==> config.mk <==
export PLATFORM = sky130hd
export DESIGN_NAME = spi_sd_master
export DESIGN_NICKNAME = d
export VERILOG_FILES = /design/src/rtl/kolibri_pkg.sv /design/src/rtl/spi_bus_sync.sv /design/src/rtl/spi_sd_master.sv
export SDC_FILE = /design/constraint.sdc
export NUM_CORES = 1
export LEC_CHECK = 0
export CAP_MARGIN = 20
export CORE_ASPECT_RATIO = 1.2
export CORE_UTILIZATION = 35
export DETAILED_ROUTE_END_ITERATION = 10
export HOLD_SLACK_MARGIN = 0.12
export SYNTH_ARGS = -nofsm -noshare
export SYNTH_HDL_FRONTEND = slang
export SYNTH_SLANG_ARGS = --single-unit
==> constraint.sdc <==
create_clock -name MHZ48 -period 2.44 [get_ports MHZ48]
set_input_delay 0.244 -clock MHZ48 [delete_from_list [all_inputs] [get_ports MHZ48]]
set_output_delay 0.244 -clock MHZ48 [all_outputs]
set_load 0.02 [all_outputs]
==> src/rtl/kolibri_pkg.sv <==
// Shared definitions for the SD-card SPI master: register map, CTRL/STATUS
// bit positions, divider width and the shifter state encoding.
package kolibri_pkg;

    localparam int DIV_W = 8;

    localparam logic [1:0] REG_DATA = 2'd0;
    localparam logic [1:0] REG_CTRL = 2'd1;
    localparam logic [1:0] REG_DIV  = 2'd2;

    localparam int CTRL_SEL0 = 0;
    localparam int CTRL_SEL1 = 1;
    localparam int STAT_OVR  = 6;
    localparam int STAT_BUSY = 7;

    typedef enum logic [1:0] {
        IDLE = 2'd0,
        LOW  = 2'd1,
        HIGH = 2'd2
    } spi_state_t;

endpackage

==> src/rtl/spi_bus_sync.sv <==
// Brings the asynchronous CPU chip select into the MHZ48 domain, holds the
// address/direction/data seen during the E cycle and emits exactly one
// write or read strobe per bus access, on the cycle the synchronised select rises.
module spi_bus_sync (
    input  logic       clk,
    input  logic       rstN,
    input  logic       nSel,
    input  logic       rdNwr,
    input  logic [1:0] addrIn,
    input  logic [7:0] dataIn,
    output logic       wrStb,
    output logic       rdStb,
    output logic [1:0] regAddr,
    output logic [7:0] regData
);

    logic s1;
    logic s2;
    logic capRw;

    // Two-flop synchroniser plus rising-edge detect that produces the commit strobes
    always_ff @(posedge clk or negedge rstN) begin
        if (!rstN) begin
            s1    <= 1'b1;
            s2    <= 1'b1;
            wrStb <= 1'b0;
            rdStb <= 1'b0;
        end else begin
            s1    <= nSel;
            s2    <= s1;
            wrStb <= s1 & ~s2 & ~capRw;
            rdStb <= s1 & ~s2 & capRw;
        end
    end

    // Track the bus fields while the access is still active; they freeze once s1 goes high
    always_ff @(posedge clk) begin
        if (!s1) begin
            capRw   <= rdNwr;
            regAddr <= addrIn;
            regData <= dataIn;
        end
    end

endmodule

==> src/rtl/spi_sd_master.sv <==
// Byte-wide polled SPI master (mode 0, MSB first) for two SD card slots.
// Optional feature macro: SPI_AUTOREAD_EN -- a DATA read while idle launches
// an 8'hFF transfer so sector reads can be streamed with one load per byte.
module spi_sd_master
    import kolibri_pkg::*;
#(
    parameter int DIV_RESET = 59
) (
    input  logic       MHZ48,
    input  logic       nRES,
    input  logic       nSPICS,
    input  logic       RW,
    input  logic [1:0] A,
    input  logic [7:0] DIN,
    output logic [7:0] DOUT,
    output logic       DOE,
    output logic       nSD0,
    output logic       nSD1,
    output logic       MOSI,
    output logic       SCLK,
    input  logic       MISO
);

`ifdef SPI_AUTOREAD_EN
    localparam bit AUTOREAD = 1'b1;
`else
    localparam bit AUTOREAD = 1'b0;
`endif

    logic             wrStb;
    logic             rdStb;
    logic [1:0]       regAddr;
    logic [7:0]       regData;

    spi_state_t       state;
    logic [7:0]       shiftReg;
    logic [7:0]       rxByte;
    logic [DIV_W-1:0] divReg;
    logic [DIV_W-1:0] cnt;
    logic [2:0]       bitCnt;
    logic             busy;
    logic             ovr;
    logic             sel0;
    logic             sel1;
    logic             sclkR;
    logic             mosiR;

    logic             dataWr;
    logic             autoRd;
    logic             startXfer;
    logic [7:0]       txByte;

    spi_bus_sync uBusSync (
        .clk    (MHZ48),
        .rstN   (nRES),
        .nSel   (nSPICS),
        .rdNwr  (RW),
        .addrIn (A),
        .dataIn (DIN),
        .wrStb  (wrStb),
        .rdStb  (rdStb),
        .regAddr(regAddr),
        .regData(regData)
    );

    assign dataWr    = wrStb && (regAddr == REG_DATA);
    assign autoRd    = AUTOREAD && rdStb && (regAddr == REG_DATA);
    assign startXfer = (dataWr || autoRd) && !busy;
    assign txByte    = dataWr ? regData : 8'hFF;

    // Control registers: chip selects, divider and the sticky overrun flag
    always_ff @(posedge MHZ48 or negedge nRES) begin
        if (!nRES) begin
            sel0   <= 1'b0;
            sel1   <= 1'b0;
            divReg <= DIV_W'(DIV_RESET);
            ovr    <= 1'b0;
        end else if (wrStb) begin
            case (regAddr)
                REG_CTRL: begin
                    sel0 <= regData[CTRL_SEL0];
                    sel1 <= regData[CTRL_SEL1];
                    ovr  <= 1'b0;
                end
                REG_DIV:  divReg <= regData;
                REG_DATA: if (busy) ovr <= 1'b1;
                default:  ;
            endcase
        end
    end

    // Shifter FSM: IDLE -> LOW -> HIGH -> (LOW | IDLE), each half period divReg+1 cycles
    always_ff @(posedge MHZ48 or negedge nRES) begin
        if (!nRES) begin
            state    <= IDLE;
            sclkR    <= 1'b0;
            mosiR    <= 1'b1;
            shiftReg <= 8'hFF;
            rxByte   <= 8'hFF;
            cnt      <= '0;
            bitCnt   <= 3'd0;
            busy     <= 1'b0;
        end else begin
            case (state)
                IDLE: begin
                    sclkR <= 1'b0;
                    mosiR <= 1'b1;
                    if (startXfer) begin
                        shiftReg <= txByte;
                        mosiR    <= txByte[7];
                        bitCnt   <= 3'd0;
                        cnt      <= divReg;
                        busy     <= 1'b1;
                        state    <= LOW;
                    end
                end
                LOW: begin
                    if (cnt == '0) begin
                        sclkR    <= 1'b1;
                        shiftReg <= {shiftReg[6:0], MISO};
                        cnt      <= divReg;
                        state    <= HIGH;
                    end else begin
                        cnt <= cnt - 1'b1;
                    end
                end
                HIGH: begin
                    if (cnt == '0) begin
                        sclkR <= 1'b0;
                        if (bitCnt == 3'd7) begin
                            rxByte <= shiftReg;
                            busy   <= 1'b0;
                            mosiR  <= 1'b1;
                            state  <= IDLE;
                        end else begin
                            mosiR  <= shiftReg[7];
                            bitCnt <= bitCnt + 3'd1;
                            cnt    <= divReg;
                            state  <= LOW;
                        end
                    end else begin
                        cnt <= cnt - 1'b1;
                    end
                end
                default: state <= IDLE;
            endcase
        end
    end

    // CPU read mux follows the live address so data is valid during the E cycle
    always_comb begin
        DOUT = 8'h00;
        case (A)
            REG_DATA: DOUT = rxByte;
            REG_CTRL: DOUT = {busy, ovr, 4'b0000, sel1, sel0};
            REG_DIV:  DOUT = divReg;
            default:  DOUT = 8'h00;
        endcase
    end

    assign DOE  = ~nSPICS & RW;
    assign nSD0 = ~sel0;
    assign nSD1 = ~sel1;
    assign SCLK = sclkR;
    assign MOSI = mosiR;

endmodule

* Yosys cells after proc, flatten, opt, wreduce, memory -nomap -nowiden
Index checks and enable logic that the tools add are counted.
Operators by class: $add $sub $neg 2, equal/unequal tests 14, multiplexer cells 32, bitwise logic cells 8, reductions and logical operators 22
Operator list (count):
- $mux 8 | 7
- $pmux 8 s3 | 2
- $reduce_and 3->1 | 6
- $pmux 8 s2 | 1
- $ne 2x2->1 const B | 6
- $mux 1 | 10
- $mux 3 | 3
- $logic_not 8->1 | 1
- $reduce_and 4->1 | 2
- $sub 8x1->8 const B | 1
- $eq 2x1->1 const B | 3
- $eq 2x2->1 const B | 3
- $logic_not 2->1 | 3
- $mux 2 | 3
- $pmux 1 s2 | 3
- $pmux 2 s3 | 1
- $pmux 3 s2 | 1
- $reduce_and 2->1 | 3
- $reduce_bool 2->1 | 3
- $not 1->1 | 5
- $add 3x1->3 const B | 1
- $and 1x1->1 | 3
- $eq 3x3->1 const B | 1
- $ne 3x3->1 const B | 1
- 4 further kinds | 5
Storage, ports and cells: register bits after elaboration 57, input bits 15, output and inout bits 13, logic and storage cells 96

* Logic depth before layout (Yosys ltp)
Gate-level depths: netlist (run 1).
depth after elaboration 5, mapped depth 7

* Cells and area by module
From an unflattened synthesis (run 1), not the netlist that was laid out.
Unflattened totals: cells, all modules 253, area total of the unflattened synthesis 2960.3 um^2
Modules (own cells, without submodules):
- spi_sd_master | times used 1, cells each 235, area each 2502.4 um^2, sequential area each 1103.6 um^2
- spi_bus_sync | times used 1, cells each 18, area each 457.9 um^2, sequential area each 432.9 um^2

* Worst setup path after synthesis (run 1)
No wires, ideal clock.
path kind register -> register, start point register bitCnt[0], end point register cnt[2], arrival time 1.802 ns, required time 2.290 ns, setup slack 0.487 ns, stages on the path, launching flop included 8, clock period less this slack 1.953 ns, cell sequence dfrtp_1 > ha_1 > ha_1 > and2_1 > and3_1 > buf_4 > nor3_1 > a22oi_1
Between the ends: longest elaborated chain between the ends 3
RTL lines:
- start: declaration | RTL line spi_sd_master.sv:40 | logic [2:0] bitCnt;
- start signal: assignment | RTL line spi_sd_master.sv:137 | bitCnt <= bitCnt + 3'd1;
- $eq 3x3->1 | RTL line spi_sd_master.sv:130 | if (bitCnt == 3'd7) begin
- $ne 3x3->1 (no source line)
- $reduce_and 3->1 (no source line)
- end signal: assignment | RTL line spi_sd_master.sv:124 | cnt <= cnt - 1'b1;
- end signal: assignment | RTL line spi_sd_master.sv:138 | cnt <= divReg;
- end signal: assignment | RTL line spi_sd_master.sv:142 | cnt <= cnt - 1'b1;
- end: declaration | RTL line spi_sd_master.sv:39 | logic [DIV_W-1:0] cnt;
Every way passes these cells. A chain may end at the register's enable or synchronous reset.

* Worst setup path after layout (run 1)
start point input port A[0], end point output port DOUT[6]
Between the ends: longest elaborated chain between the ends 2, elaborated cells between the ends (all ways) 4, classes of those cells eq/ne (2); mux (1); reduce/logical (1)
RTL lines:
- start: declaration | RTL line spi_sd_master.sv:13 | input logic [1:0] A,
- $eq 2x2->1 (tied with other cells) | RTL line spi_sd_master.sv:153 | case (A)
- $pmux 8 s3 (*) | RTL line spi_sd_master.sv:153
- end: declaration | RTL line spi_sd_master.sv:15 | output logic [7:0] DOUT,
Mark *: on every way between the ends. The rest lies on a longest branch, timed or not.

==> results.py, run 1 <==
metrics = {
    "sta": {
        "relSlewSlack_pct": 44.07,
        "finalHoldViolations": 0,
        "tns_ns": 0,
        "period_minus_slack_ns": 2.177,
        "rsz0062_at_grt": "false",
        "skew_ns": 0.01202,
        "max_freq_mhz": 459.3,
        "fin_crit_sh_pct": 89.23,
        "worst_pin_slew_ns": 0.8389,
        "drv_slew": 0,
        "final-setup-viol-count": 0,
    },
    "logic_synthesis": {
        "ys_types": 48,
        "synth_most_common_cell": "mux2_2",
        "synth_ff_type": "dfstp_2",
        "synth_common_cells": "27 x mux2_2, 24 x dfstp_2, 22 x dfrtp_1",
        "synth_nets": 278,
        "avgSynthCellArea_um2": 11.30,
        "syn_area_um2": 2883,
        "ys_seq_area_share_pct": 52.43,
        "ys_seq_elements": 57,
        "synth_area_leaders": "dfstp_2 22%, dfrtp_1 19%, edfxtp_1 11%",
        "synth_edf_count": 11,
        "synth_warnings": 0,
        "synthCells": 255,
        "yosysTopAreaCellShare_pct": 21.88,
        "ys_async_sr_fraction_pct": 80.70,
        "synth_top_cell_by_area": "dfstp_2",
    },
    "finish": {
        "finalCoreUtilization_pct": 45.28,
        "n_fill_cell": 733,
        "syn2layout_area_growth_pct": 23.13,
        "final_nets": 323,
        "n_antenna_cell": 0,
        "drive_gt1_share_pct": 30.82,
    },
    "pwr": {
        "power.leakage_nw": 1.449,
        "p_per_area_nw_per_um2": 1175,
        "power.share.switching_pct": 38.35,
        "power_frac_clock_pct": 21.7,
        "switching_power_w": 0.001600,
        "ir_worst_vdd_mv": 0.5196,
        "p_seq_share_pct": 36.7,
        "pwr-share-comb_pct": 41.5,
        "internal-power_w": 0.002572,
    },
    "place": {
        "gp_congestion": 0.7572,
        "portBuffers": 27,
        "hpwl_mm": 4.813,
    },
    "critical_path": {
        "crit_buf_inv": 3,
        "crit_top_cell": "clkdlybuf4s50_1",
        "crit_path_max_fanout": 6,
        "cp_slowest_cell": "clkdlybuf4s50_1",
        "path_cells": "clkdlybuf4s50_1, buf_4, mux2i_1, o21ai_0, clkdlybuf4s50_1",
        "crit_family": "buffers and inverters",
        "critical_path.max_stage_delay_ns": 0.63,
        "cp-start-kind": "primary input",
        "path_class": "primary input to output port",
        "arrival_ns": 1.93,
        "r2r_setup_slack_ns": 0.38,
        "required_ns": 2.20,
        "r2r-start": "cnt[0]",
        "r2r_cells": 6,
        "r2r-end": "shiftReg[4]",
        "cp-end-kind": "output port",
    },
    "global_routing": {
        "grt_pass1_vias": 2252,
        "grt_usage_pct": 17.11,
        "grt-ovfl-total": 0,
        "grt_pass1_wl_mm": 11.14,
        "grt_max_degree": 37,
        "antenna_found_initial": 0,
    },
    "clocking": {
        "root_buffer": "clkbuf_8",
        "cts_tree": "done",
        "cts_buffer_depth": 2,
        "cts_resized": 0,
        "cts_buffers": 9,
        "cts_setup_buffers": 0,
        "cts.clk_slew.worst_paths_ns": 0.07,
        "cts_htree_levels": 3,
        "clock-sinks": 57,
        "clock_latency_ns": 0.34,
    },
    "routing": {
        "drcViolationCount": 0,
        "wire_per_inst_um": 16.69,
        "firstDrtPassIters": 4,
        "ant_nets": 0,
        "drt-total-wl_mm": 6.626,
        "drt_iter0_drc": 63,
        "routed_via_density": 5.390,
        "vias": 2140,
    },
    "run": {
        "maxCapViolCount": 0,
    },
    "hold_path": {
        "min_from": "nSPICS",
        "min_path_type": "primary input to flip-flop",
        "holdPathEnd": "uBusSync.s1",
        "min_path_cells": 1,
    },
    "floorplanning": {
        "die_area_um2": 8605,
        "boundaryPins": 28,
        "start_util_pct": 36.78,
        "std_cell_rows": 35,
        "die_x_um": 84.85,
        "core_area_um2": 7839,
        "die-height_um": 101.4,
    },
    "outcome": {
        "status": "completed",
    },
}
==> power by group through the flow <==
stage,Sequential [W],Combinational [W],Clock (W)
2_1_floorplan,0.00148,0.00125,0
6_report,0.00153,0.00173,0.000907
3_3_place_gp,0.00154,0.00170,0
5_1_grt,0.00157,0.00194,0.000968
3_5_place_dp,0.00155,0.00173,0
4_1_cts,0.00153,0.00174,0.000923
==> state kept, by name, indices dropped and copies added (netlist names) <==
signal            cells
MOSI                  1
SCLK                  1
bitCnt                3
busy                  1
cnt                   8
divReg                8
ovr                   1
rxByte                8
sel0                  1
sel1                  1
shiftReg              8
state                 2
uBusSync.capRw        1
uBusSync.regAddr      2
uBusSync.regData      8
uBusSync.s1           1
uBusSync.s2           1
uBusSync.wrStb        1
==> layout by cell type, fill, tap and decap left out, types with 4 or more instances in the layout <==
| cell type | instances |
|---|---|
| mux2_2 | 27 |
| clkdlybuf4s50_1 | 26 |
| dfstp_2 | 24 |
| dfrtp_1 | 22 |
| nand2_1 | 20 |
| o21ai_0 | 20 |
| nor2_1 | 17 |
| buf_4 | 15 |
| inv_1 | 13 |
| a21oi_1 | 13 |
| mux2i_1 | 11 |
| edfxtp_1 | 11 |
| clkbuf_8 | 10 |
| ha_1 | 8 |
| nor3_1 | 6 |
| nand3_1 | 6 |
| o211ai_1 | 5 |
| nor2b_1 | 4 |
==> layout make-up <==
type,count,area (um2),area share (%)
clock buffers,10,137.6,3.877
multi-input cells,176,1282,36.13
flip-flops and latches,57,1511,42.58
well taps,92,115.1,3.243
inverters,13,48.80,1.375
clock inverters,6,66.31,1.868
repair buffers,43,387.9,10.93
==> worst max-delay path by stage <==
stage               from       to  slack, ns  cells past startpoint
5_1_grt             A[0]  DOUT[0]       0.12                      6
2_1_floorplan  bitCnt[0]   cnt[2]       0.49                      7
3_3_place_gp        A[0]  DOUT[6]       0.30                      5
6_report            A[0]  DOUT[6]       0.26                      5
4_1_cts             A[0]  DOUT[6]       0.23                      5
3_5_place_dp        A[0]  DOUT[6]       0.25                      5
==> worst register-to-register path: stages (launching register included) <==
cell     delay [ns]
dfrtp_1        0.42
inv_1          0.14
ha_1           0.19
nor4b_4        0.32
nand3_1        0.18
a21oi_4        0.35
mux2_2         0.39
==> cells by family (layout without fill, tap and decap cells) <==
| kind of cell | Yosys count | in the layout | share of synthesized area (%) |
|---|---|---|---|
| AO/OA/AOI/OAI | 58 | 58 | 13.54 |
| buffers and inverters | 22 | 72 | 3.082 |
| adder cells (fa/ha/maj) | 8 | 8 | 3.472 |
| multiplexers | 38 | 38 | 14.37 |
| AND/OR/NAND/NOR | 72 | 72 | 13.11 |
| flip-flops | 57 | 57 | 52.43 |
==> metrics by stage <==
stage                     hold WS (ns)  std cells  worst slack [ns]  power [W]  area, um2
after global routing            0.3414        397            0.1239   0.004470       3550
after global placement          0.3554        380            0.2973   0.003242       3336
after CTS                       0.3330        397            0.2327   0.004197       3550
after detailed placement        0.3588        380            0.2456   0.003277       3336
after floorplan               -0.05159        255            0.4875   0.002724       2883
final                           0.3466        397            0.2629   0.004172       3550
==> what timing repair did <==
item                                    4_1_cts  5_1_grt
endpoints found under the setup margin        0        0
hold buffers                                  1        0
endpoints found under the hold margin        22        0
==> per-layer routing <==
metal  vias to the layer above  wire length, um  GRT usage, %
met1                      1050             2815         19.58
met4                         0              242         9.387
met3                        20              182         3.912
li1                       1019                -             -
met2                        51             3385         29.83
met5                         -                0             0
Power figures use the tool's default switching activity.
==> run 2, diff against run 1 <==
--- a/config.mk
+++ b/config.mk
@@ -10,6 +10,7 @@
 export CORE_UTILIZATION = 35
 export DETAILED_ROUTE_END_ITERATION = 10
 export HOLD_SLACK_MARGIN = 0.12
+export SKIP_LAST_GASP = 1
 export SYNTH_ARGS = -nofsm -noshare
 export SYNTH_HDL_FRONTEND = slang
 export SYNTH_SLANG_ARGS = --single-unit
==> results of run 2 <==
Same layout as run 1: the final DEF is identical, and so are final timing and power.
==> run 3, diff against run 2 <==
--- a/config.mk
+++ b/config.mk
@@ -10,6 +10,7 @@
 export CORE_UTILIZATION = 35
 export DETAILED_ROUTE_END_ITERATION = 10
 export HOLD_SLACK_MARGIN = 0.12
+export SKIP_CTS_REPAIR_TIMING = 1
 export SKIP_LAST_GASP = 1
 export SYNTH_ARGS = -nofsm -noshare
 export SYNTH_HDL_FRONTEND = slang
==> results of run 3 <==
Same layout as run 1: the final DEF is identical, and so are final timing and power.
Main changes from that run: met1 usage 19.58% -> 19.52%; met3 usage 3.912% -> 3.993%
